[src/rtl/bram_port_arbiter_pkg.sv]
// Shared constants and types for the feature/weight BRAM port arbiter.
// The requester ids and the default widths match the layer controller's memory port.
package bram_port_arbiter_pkg;
    localparam int REQ_HOST  = 0;
    localparam int REQ_CTRL  = 1;
    localparam int REQ_CHECK = 2;

    localparam int NREQ_DEF = REQ_CHECK + 1;
    localparam int AW_DEF   = 14;
    localparam int DW_DEF   = 8;

    typedef enum logic {
        ST_IDLE = 1'b0,
        ST_OWN  = 1'b1
    } arb_state_e;
endpackage

[src/rtl/bram_port_arbiter_if.sv]
// Requester and BRAM-side signal bundle for the port arbiter.
// The master modport is the environment (requesters plus BRAM); the slave modport is the arbiter.
interface bram_port_arbiter_if
    import bram_port_arbiter_pkg::*;
#(
    parameter int NREQ = NREQ_DEF,
    parameter int AW   = AW_DEF,
    parameter int DW   = DW_DEF
);
    logic [NREQ-1:0]    req;
    logic [NREQ-1:0]    we;
    logic [NREQ*AW-1:0] addr;
    logic [NREQ*DW-1:0] wdata;
    logic [NREQ-1:0]    mask;
    logic [NREQ-1:0]    gnt;
    logic [NREQ-1:0]    rvalid;
    logic [DW-1:0]      rdata;
    logic               mem_en;
    logic               wea;
    logic [AW-1:0]      memaddr;
    logic [DW-1:0]      mem_din;
    logic [DW-1:0]      mem_dout;

    modport master (
        output req, we, addr, wdata, mask, mem_dout,
        input  gnt, rvalid, rdata, mem_en, wea, memaddr, mem_din
    );

    modport slave (
        input  req, we, addr, wdata, mask, mem_dout,
        output gnt, rvalid, rdata, mem_en, wea, memaddr, mem_din
    );
endinterface

[src/rtl/bram_port_arbiter_rr_pick.sv]
// Combinational round-robin search: first set bit of vec_i at or after start_i, with wrap.
module bram_port_arbiter_rr_pick #(
    parameter int NREQ = 3,
    parameter int IW   = (NREQ > 1) ? $clog2(NREQ) : 1
) (
    input  logic [NREQ-1:0] vec_i,
    input  logic [IW-1:0]   start_i,
    output logic            valid_o,
    output logic [NREQ-1:0] onehot_o
);
    int j;

    always_comb begin
        valid_o  = 1'b0;
        onehot_o = '0;
        j        = 0;
        for (int i = 0; i < NREQ; i++) begin
            j = (int'(start_i) + i) % NREQ;
            if (!valid_o && vec_i[j]) begin
                valid_o     = 1'b1;
                onehot_o[j] = 1'b1;
            end
        end
    end
endmodule

[src/rtl/bram_port_arbiter.sv]
// Round-robin burst arbiter sharing one single-port BRAM among NREQ requesters,
// with a read-tag delay line that steers rvalid back to the requester that issued each read.
module bram_port_arbiter
    import bram_port_arbiter_pkg::*;
#(
    parameter int NREQ      = NREQ_DEF,
    parameter int AW        = AW_DEF,
    parameter int DW        = DW_DEF,
    parameter int MAX_BURST = 16,
    parameter int RD_LAT    = 1
) (
    input  logic                     clk,
    input  logic                     rst,
    bram_port_arbiter_if.slave       bus
);
    localparam int IW = (NREQ > 1) ? $clog2(NREQ) : 1;
    localparam int CW = $clog2(MAX_BURST) + 1;

    arb_state_e      state_q, state_d;
    logic [NREQ-1:0] gnt_q, gnt_d;
    logic [IW-1:0]   rr_ptr_q, rr_ptr_d;
    logic [CW-1:0]   cnt_q, cnt_d;
    logic [AW-1:0]   addr_q;
    logic [DW-1:0]   din_q;

    logic [NREQ-1:0] ereq, others, pick_vec, pick_oh, rtag_out;
    logic [IW-1:0]   owner_idx, owner_nxt, pick_start;
    logic [CW-1:0]   cnt_inc;
    logic            beat, at_limit, release_now, pick_vld, we_own;
    logic [AW-1:0]   addr_own;
    logic [DW-1:0]   din_own;

    assign ereq        = bus.req & ~bus.mask;
    assign beat        = |(ereq & gnt_q);
    assign others      = ereq & ~gnt_q;
    assign cnt_inc     = cnt_q + 1'b1;
    assign at_limit    = beat && (cnt_inc == CW'(MAX_BURST));
    assign release_now = !beat || (at_limit && |others);
    assign owner_nxt   = (owner_idx == IW'(NREQ - 1)) ? '0 : owner_idx + 1'b1;

    // Idle arbitration starts at rr_ptr; a releasing owner searches from its successor and never re-picks itself.
    assign pick_vec   = (state_q == ST_IDLE) ? ereq : others;
    assign pick_start = (state_q == ST_IDLE) ? rr_ptr_q : owner_nxt;

    bram_port_arbiter_rr_pick #(.NREQ(NREQ), .IW(IW)) u_pick (
        .vec_i    (pick_vec),
        .start_i  (pick_start),
        .valid_o  (pick_vld),
        .onehot_o (pick_oh)
    );

    always_comb begin
        owner_idx = '0;
        we_own    = 1'b0;
        addr_own  = '0;
        din_own   = '0;
        for (int k = 0; k < NREQ; k++) begin
            if (gnt_q[k]) begin
                owner_idx = IW'(k);
                we_own    = bus.we[k];
                addr_own  = bus.addr[k*AW +: AW];
                din_own   = bus.wdata[k*DW +: DW];
            end
        end
    end

    always_ff @(posedge clk or negedge rst) begin
        if (!rst) begin
            state_q  <= ST_IDLE;
            gnt_q    <= '0;
            rr_ptr_q <= '0;
            cnt_q    <= '0;
        end else begin
            state_q  <= state_d;
            gnt_q    <= gnt_d;
            rr_ptr_q <= rr_ptr_d;
            cnt_q    <= cnt_d;
        end
    end

    always_comb begin
        state_d  = state_q;
        gnt_d    = gnt_q;
        rr_ptr_d = rr_ptr_q;
        cnt_d    = cnt_q;
        unique case (state_q)
            ST_IDLE: begin
                if (pick_vld) begin
                    state_d = ST_OWN;
                    gnt_d   = pick_oh;
                    cnt_d   = '0;
                end
            end
            ST_OWN: begin
                if (release_now) begin
                    rr_ptr_d = owner_nxt;
                    cnt_d    = '0;
                    gnt_d    = pick_oh;
                    state_d  = pick_vld ? ST_OWN : ST_IDLE;
                end else if (at_limit) begin
                    // Nobody else is waiting: restart the burst without giving up the port.
                    cnt_d = '0;
                end else begin
                    cnt_d = cnt_inc;
                end
            end
        endcase
    end

    always_comb begin
        bus.gnt     = gnt_q;
        bus.mem_en  = beat;
        bus.wea     = beat & we_own;
        bus.memaddr = beat ? addr_own : addr_q;
        bus.mem_din = beat ? din_own : din_q;
        bus.rvalid  = rtag_out;
        bus.rdata   = (|rtag_out) ? bus.mem_dout : '0;
    end

    always_ff @(posedge clk or negedge rst) begin
        if (!rst) begin
            addr_q <= '0;
            din_q  <= '0;
        end else if (beat) begin
            addr_q <= addr_own;
            din_q  <= din_own;
        end
    end

    // Each stage carries the one-hot id of the reader; it runs independently of later grant changes.
    for (genvar s = 0; s < RD_LAT; s++) begin : g_tag
        logic [NREQ-1:0] tag_q;
        if (s == 0) begin : g_head
            always_ff @(posedge clk or negedge rst) begin
                if (!rst) tag_q <= '0;
                else      tag_q <= (beat && !we_own) ? gnt_q : '0;
            end
        end else begin : g_tail
            always_ff @(posedge clk or negedge rst) begin
                if (!rst) tag_q <= '0;
                else      tag_q <= g_tag[s-1].tag_q;
            end
        end
    end

    assign rtag_out = g_tag[RD_LAT-1].tag_q;
endmodule
[src/flat_wrapper.sv]
// flat-port wrapper written by rule: the top's interface ports become plain ports
module bram_port_arbiter_flat import bram_port_arbiter_pkg::*;
#(
    parameter int NREQ      = NREQ_DEF,
    parameter int AW        = AW_DEF,
    parameter int DW        = DW_DEF,
    parameter int MAX_BURST = 16,
    parameter int RD_LAT    = 1
)
  (clk, rst, bus_req, bus_we, bus_addr, bus_wdata, bus_mask, bus_mem_dout, bus_gnt, bus_rvalid, bus_rdata, bus_mem_en, bus_wea, bus_memaddr, bus_mem_din);
  bram_port_arbiter_if #(.NREQ(NREQ), .AW(AW), .DW(DW)) bus_i ();
  input  logic clk;
  input  logic rst;
  input wire logic [$bits(bus_i.req)-1:0] bus_req;
  input wire logic [$bits(bus_i.we)-1:0] bus_we;
  input wire logic [$bits(bus_i.addr)-1:0] bus_addr;
  input wire logic [$bits(bus_i.wdata)-1:0] bus_wdata;
  input wire logic [$bits(bus_i.mask)-1:0] bus_mask;
  input wire logic [$bits(bus_i.mem_dout)-1:0] bus_mem_dout;
  output wire logic [$bits(bus_i.gnt)-1:0] bus_gnt;
  output wire logic [$bits(bus_i.rvalid)-1:0] bus_rvalid;
  output wire logic [$bits(bus_i.rdata)-1:0] bus_rdata;
  output wire logic [$bits(bus_i.mem_en)-1:0] bus_mem_en;
  output wire logic [$bits(bus_i.wea)-1:0] bus_wea;
  output wire logic [$bits(bus_i.memaddr)-1:0] bus_memaddr;
  output wire logic [$bits(bus_i.mem_din)-1:0] bus_mem_din;
  assign bus_i.req = bus_req;
  assign bus_i.we = bus_we;
  assign bus_i.addr = bus_addr;
  assign bus_i.wdata = bus_wdata;
  assign bus_i.mask = bus_mask;
  assign bus_i.mem_dout = bus_mem_dout;
  assign bus_gnt = bus_i.gnt;
  assign bus_rvalid = bus_i.rvalid;
  assign bus_rdata = bus_i.rdata;
  assign bus_mem_en = bus_i.mem_en;
  assign bus_wea = bus_i.wea;
  assign bus_memaddr = bus_i.memaddr;
  assign bus_mem_din = bus_i.mem_din;
  bram_port_arbiter #(.NREQ(NREQ), .AW(AW), .DW(DW), .MAX_BURST(MAX_BURST), .RD_LAT(RD_LAT)) u_core (.clk(clk), .rst(rst), .bus(bus_i));
endmodule
[config.mk]
export PLATFORM = sky130hd
export DESIGN_NAME = bram_port_arbiter_flat
export DESIGN_NICKNAME = d
export VERILOG_FILES = /design/src/rtl/bram_port_arbiter_pkg.sv /design/src/rtl/bram_port_arbiter_if.sv /design/src/rtl/bram_port_arbiter_rr_pick.sv /design/src/rtl/bram_port_arbiter.sv /design/src/flat_wrapper.sv
export SDC_FILE = /design/constraint.sdc
export NUM_CORES = 1
export LEC_CHECK = 0
export CORE_MARGIN = 4
export CORE_UTILIZATION = 44
export CTS_CLUSTER_DIAMETER = 50
export CTS_CLUSTER_SIZE = 20
export DETAILED_ROUTE_END_ITERATION = 10
export MAX_ROUTING_LAYER = met4
export PLACE_DENSITY = 0.86
export SLEW_MARGIN = 40
export SYNTH_ARGS = -nofsm -noshare
export SYNTH_HDL_FRONTEND = slang
export SYNTH_HIERARCHICAL = 1
export SYNTH_SLANG_ARGS = --single-unit
export TNS_END_PERCENT = 20
[constraint.sdc]
create_clock -name clk -period 4.5 [get_ports clk]
set_clock_uncertainty 0.05 [all_clocks]
set_input_delay 0.45 -clock clk [delete_from_list [all_inputs] [get_ports clk]]
set_output_delay 0.45 -clock clk [all_outputs]
set_load 0.1 [all_outputs]
==> out/results.env <==
HOLD_PATH.CLASS='input pin to asynchronous set/reset pin'
CLKTRANSATPATHREGS_NS=0.07
CTS.REPAIR_TIMING.SETUP_BUFFER_COUNT=0
SETUP_REPAIR_AFTER_GLOBAL_ROUTING_MISSED_ITS_MARGIN='false'
CP.BUFFERS_INVERTERS=2
TOTAL_POWER_mW=2.77
LAYOUT.CELLS.MOST_COMMON='clkdlybuf4s50_1'
DIEWIDTH_UM=84.1
CLOCK_TREE.ROOT_CELL='clkbuf_8'
POWER_DENSITY_nW_PER_UM2=744
YS_TYPES=58
TOTAL_SWITCHING_POWER_mW=1.66
ROUTE.DETAILED.WL_PER_INST_UM=16.8
DESIGN.PORTCOUNT=123
FINALWIRELENGTH_MM=7.82
YOSYSWARNINGCOUNT=6
CTS_RESIZED=0
SYN-INSTANCE-COUNT=281
TIGHTEST_SLEW_NS=0.733
ARRIVAL_NS=3.40
SYNTH-SEQ-AREA-SHARE_PCT=35.4
CP_COMMON_CELL='inv_1'
WORST_PATH_REQUIRED_NS=4.65
TRITONCTS='built'
LAYOUT.CELLS.MOST_COMMON_LIST='clkdlybuf4s50_1 (83), dfrtp_1 (36), nand2_1 (35), nor2b_1 (33), buf_4 (28)'
KIND_OF_START_POINT_OF_THE_CRITICAL_PATH='register'
DPL_WORST_SLACK_NS=1.07
ROUTE.DETAILED.VIAS_PER_INST=5.71
SEQ_POWER_SHARE_PCT=18.6
FINALCRITPERIODSHARE_PCT=72.1
TIMING.SLEW.HEADROOM_PCT=50.7
POWER.SHARE.SWITCHING_PCT=59.7
CLKPWRFRAC_PCT=9.8
SYNTH-ASYNC-RESET-RATIO_PCT=100
COUNT_OF_ENDPOINTS_FAILING_SETUP_IN_THE_FINAL_REPORT=0
PLACE_AREA_UM2=3610
CLOCK_INSERTION_DELAY_AT_THE_LATER_PIN_OF_THE_SKEW_REPORT_NS=0.28
CRITPATHKIND='register to register'
ANTENNA_CELLS=0
PERIOD_MINUS_SLACK_NS=3.25
VIA_COUNT_OF_THE_FIRST_GLOBAL_ROUTING_PASS=2530
WORST_PATH_DOMINANT_CELL_FAMILY='simple AND/OR/NAND/NOR gates'
SYNTH-EDFF-COUNT=0
DIE_AREA_UM2=7060
CTS_INSERTED_BUFFERS=5
GRT_FIRST_PASS_WIRELENGTH_MM=13.0
LAYOUT.CORE_UTILIZATION_PCT=66.9
SYN-NUM-NETS=372
REMAINING_DRC_ERRORS=0
FINALNONFILLERCELLS=464
CTS_HTREE_LEVELS=2
CORE_AREA_UM2=5570
STATIC-LEAKAGE-POWER_nW=1.60
TRACK_USAGE_PCT=22.9
WORSTPATHCELLLIST='inv_1 -> nor3b_1 -> a21o_1 -> inv_1 -> ha_1 -> nor2b_1 -> o21bai_1 -> a211o_1 -> nor2_1 -> nand2_1 -> o211ai_1'
NUM_VIAS=2649
CRITICAL-PATH-MAX-STAGE-DELAY_NS=0.56
MAXSLEWVIOLCOUNT=0
AREA_GROWTH_SYN_TO_LAYOUT_PCT=46.5
START_UTIL_PCT=45.7
DRT_FIRST_PASS_ITERS=5
FIN_SETUP_TNS_NS=0
LAYOUT.CELL_AREA.NON_FILLER_UM2=3730
SYNTH_AREA_UM2=2540
COMB_POWER_SHARE_PCT=71.6
FINAL_NET_COUNT=482
DETAIL-ROUTE-ANTENNA-NETS=0
FINALWORSTSETUPSLACK_NS=1.25
SETUP.REG_TO_REG.WORST_SLACK_NS=1.25
YS_DOMINANT_REG_CELL='dfrtp_1'
HOLD_VIOL=0
CP-END-KIND='register'
DETAILED_PLACE_HPWL_MM=6.04
POWER.IR.VDD_WORST_V=0.000431
INTERNAL_POWER_mW=1.12
NUMPLACEDINSTANCES=456
YS_SEQ_ELEMENTS=36
SYNTH.AVG_CELL_AREA_UM2=9.06
DRT_ITER0_DRC=195
PLACEMENTROWS=27
PLACEMENT.IO_BUFFERS=122
DRIVE_GT1_SHARE_PCT=14.8
ANTENNA_FOUND_INITIAL=0
GRT.OVERFLOW.TOTAL=0
MAXCLOCKFREQUENCY_MHz=308
ROUTABILITYCONGESTION=0.920
CRITICAL_PATH.SLOWEST_CELL='dfrtp_1'
STATUS='finished clean'
CRITPATHMAXFANOUT=13
POST_ROUTE_HOLD_SLACK_NS=0.0560
MAX-CAP-VIOLATIONS=0
FLOORPLAN.DIE.HEIGHT_UM=84.1
GRT_START_MAX_NET_PINS=52
HOLDBUFCOUNTCTS=0
NUMCLOCKSINKS=36
CTS_BUFFER_DEPTH=2
-- path summary, 6_finish.rpt --
check	to	depth (start not counted)	from
min reg2reg	u_core/addr_q[12]	2	u_core/addr_q[12]
max reg2reg	u_core/bus.gnt[0]	11	u_core/state_q
min	u_core/addr_q[12]	1	rst
max in group asynchronous	u_core/cnt_q[2]	1	rst
max	u_core/bus.gnt[0]	11	u_core/state_q
min in group clk	u_core/addr_q[12]	2	u_core/addr_q[12]
-- cell type report --
type                            instances  area (um^2)
Timing Repair Buffer                  125         1110
Inverter                                6         22.5
Multi-Input combinational cell        217         1500
Fill cell                             432         1850
Clock inverter                          2         35.0
Clock buffer                            6         72.6
Tap cell                               72         90.1
Sequential cell                        36          901
-- cells by family after synthesis --
kind of cell | after synthesis | synth area share (%)
simple gates | 109 | 23.5
compound gates | 96 | 29.9
flops | 36 | 35.4
buf+inv | 28 | 6.05
fa+ha+maj | 6 | 2.95
mux | 4 | 1.57
xor+xnor | 2 | 0.688
-- Yosys cell counts (3+ instances only) --
cell type / instances / area (um^2)
o211ai_1: 5 / 37.5
a22oi_1: 3 / 22.5
and3_1: 3 / 18.8
nor2_1: 6 / 22.5
clkbuf_1: 9 / 33.8
a21oi_1: 6 / 30.0
a221oi_1: 21 / 184
inv_1: 4 / 15.0
o311ai_1: 3 / 26.3
and2_1: 3 / 18.8
a31oi_1: 6 / 37.5
ha_1: 6 / 75.1
nand3_1: 6 / 30.0
nand2_1: 35 / 131
o21ai_0: 6 / 30.0
nand3b_1: 5 / 37.5
dfrtp_1: 36 / 901
nand2b_1: 3 / 18.8
buf_6: 5 / 56.3
nor2b_1: 33 / 206
mux2i_1: 4 / 40.0
o21ai_1: 3 / 15.0
o31ai_1: 24 / 180
buf_2: 6 / 30.0
-- flip-flops by register name, summed over array words and instances (netlist names) --
| name | count |
|---|---|
| u_core/addr_q | 14 |
| u_core/din_q | 8 |
| u_core/cnt_q | 5 |
| u_core/bus.gnt | 3 |
| u_core/bus.rvalid | 3 |
| u_core/rr_ptr_q | 2 |
| u_core/state_q | 1 |
-- power groups by stage --
| stage | Combinational, mW | Sequential [mW] | Clock (mW) |
|---|---|---|---|
| global route | 2.10 | 0.528 | 0.295 |
| CTS | 1.99 | 0.513 | 0.280 |
| floorplan | 1.57 | 0.558 | 0 |
| finish | 1.98 | 0.515 | 0.272 |
| detailed placement | 1.98 | 0.519 | 0 |
| global placement | 1.97 | 0.514 | 0 |
-- metal layers --
layer  wire length [um]  share of wire [%]  track usage [%]  up-vias
met5                  0                  0                -        -
met4                 61               0.78             5.12        0
met3                657                8.4             6.42        6
met2               3790                 48             36.2      110
met1               3310                 42             29.2     1249
li1                   -                  -                -     1284
Note: power is estimated with default switching activity, not from simulation.
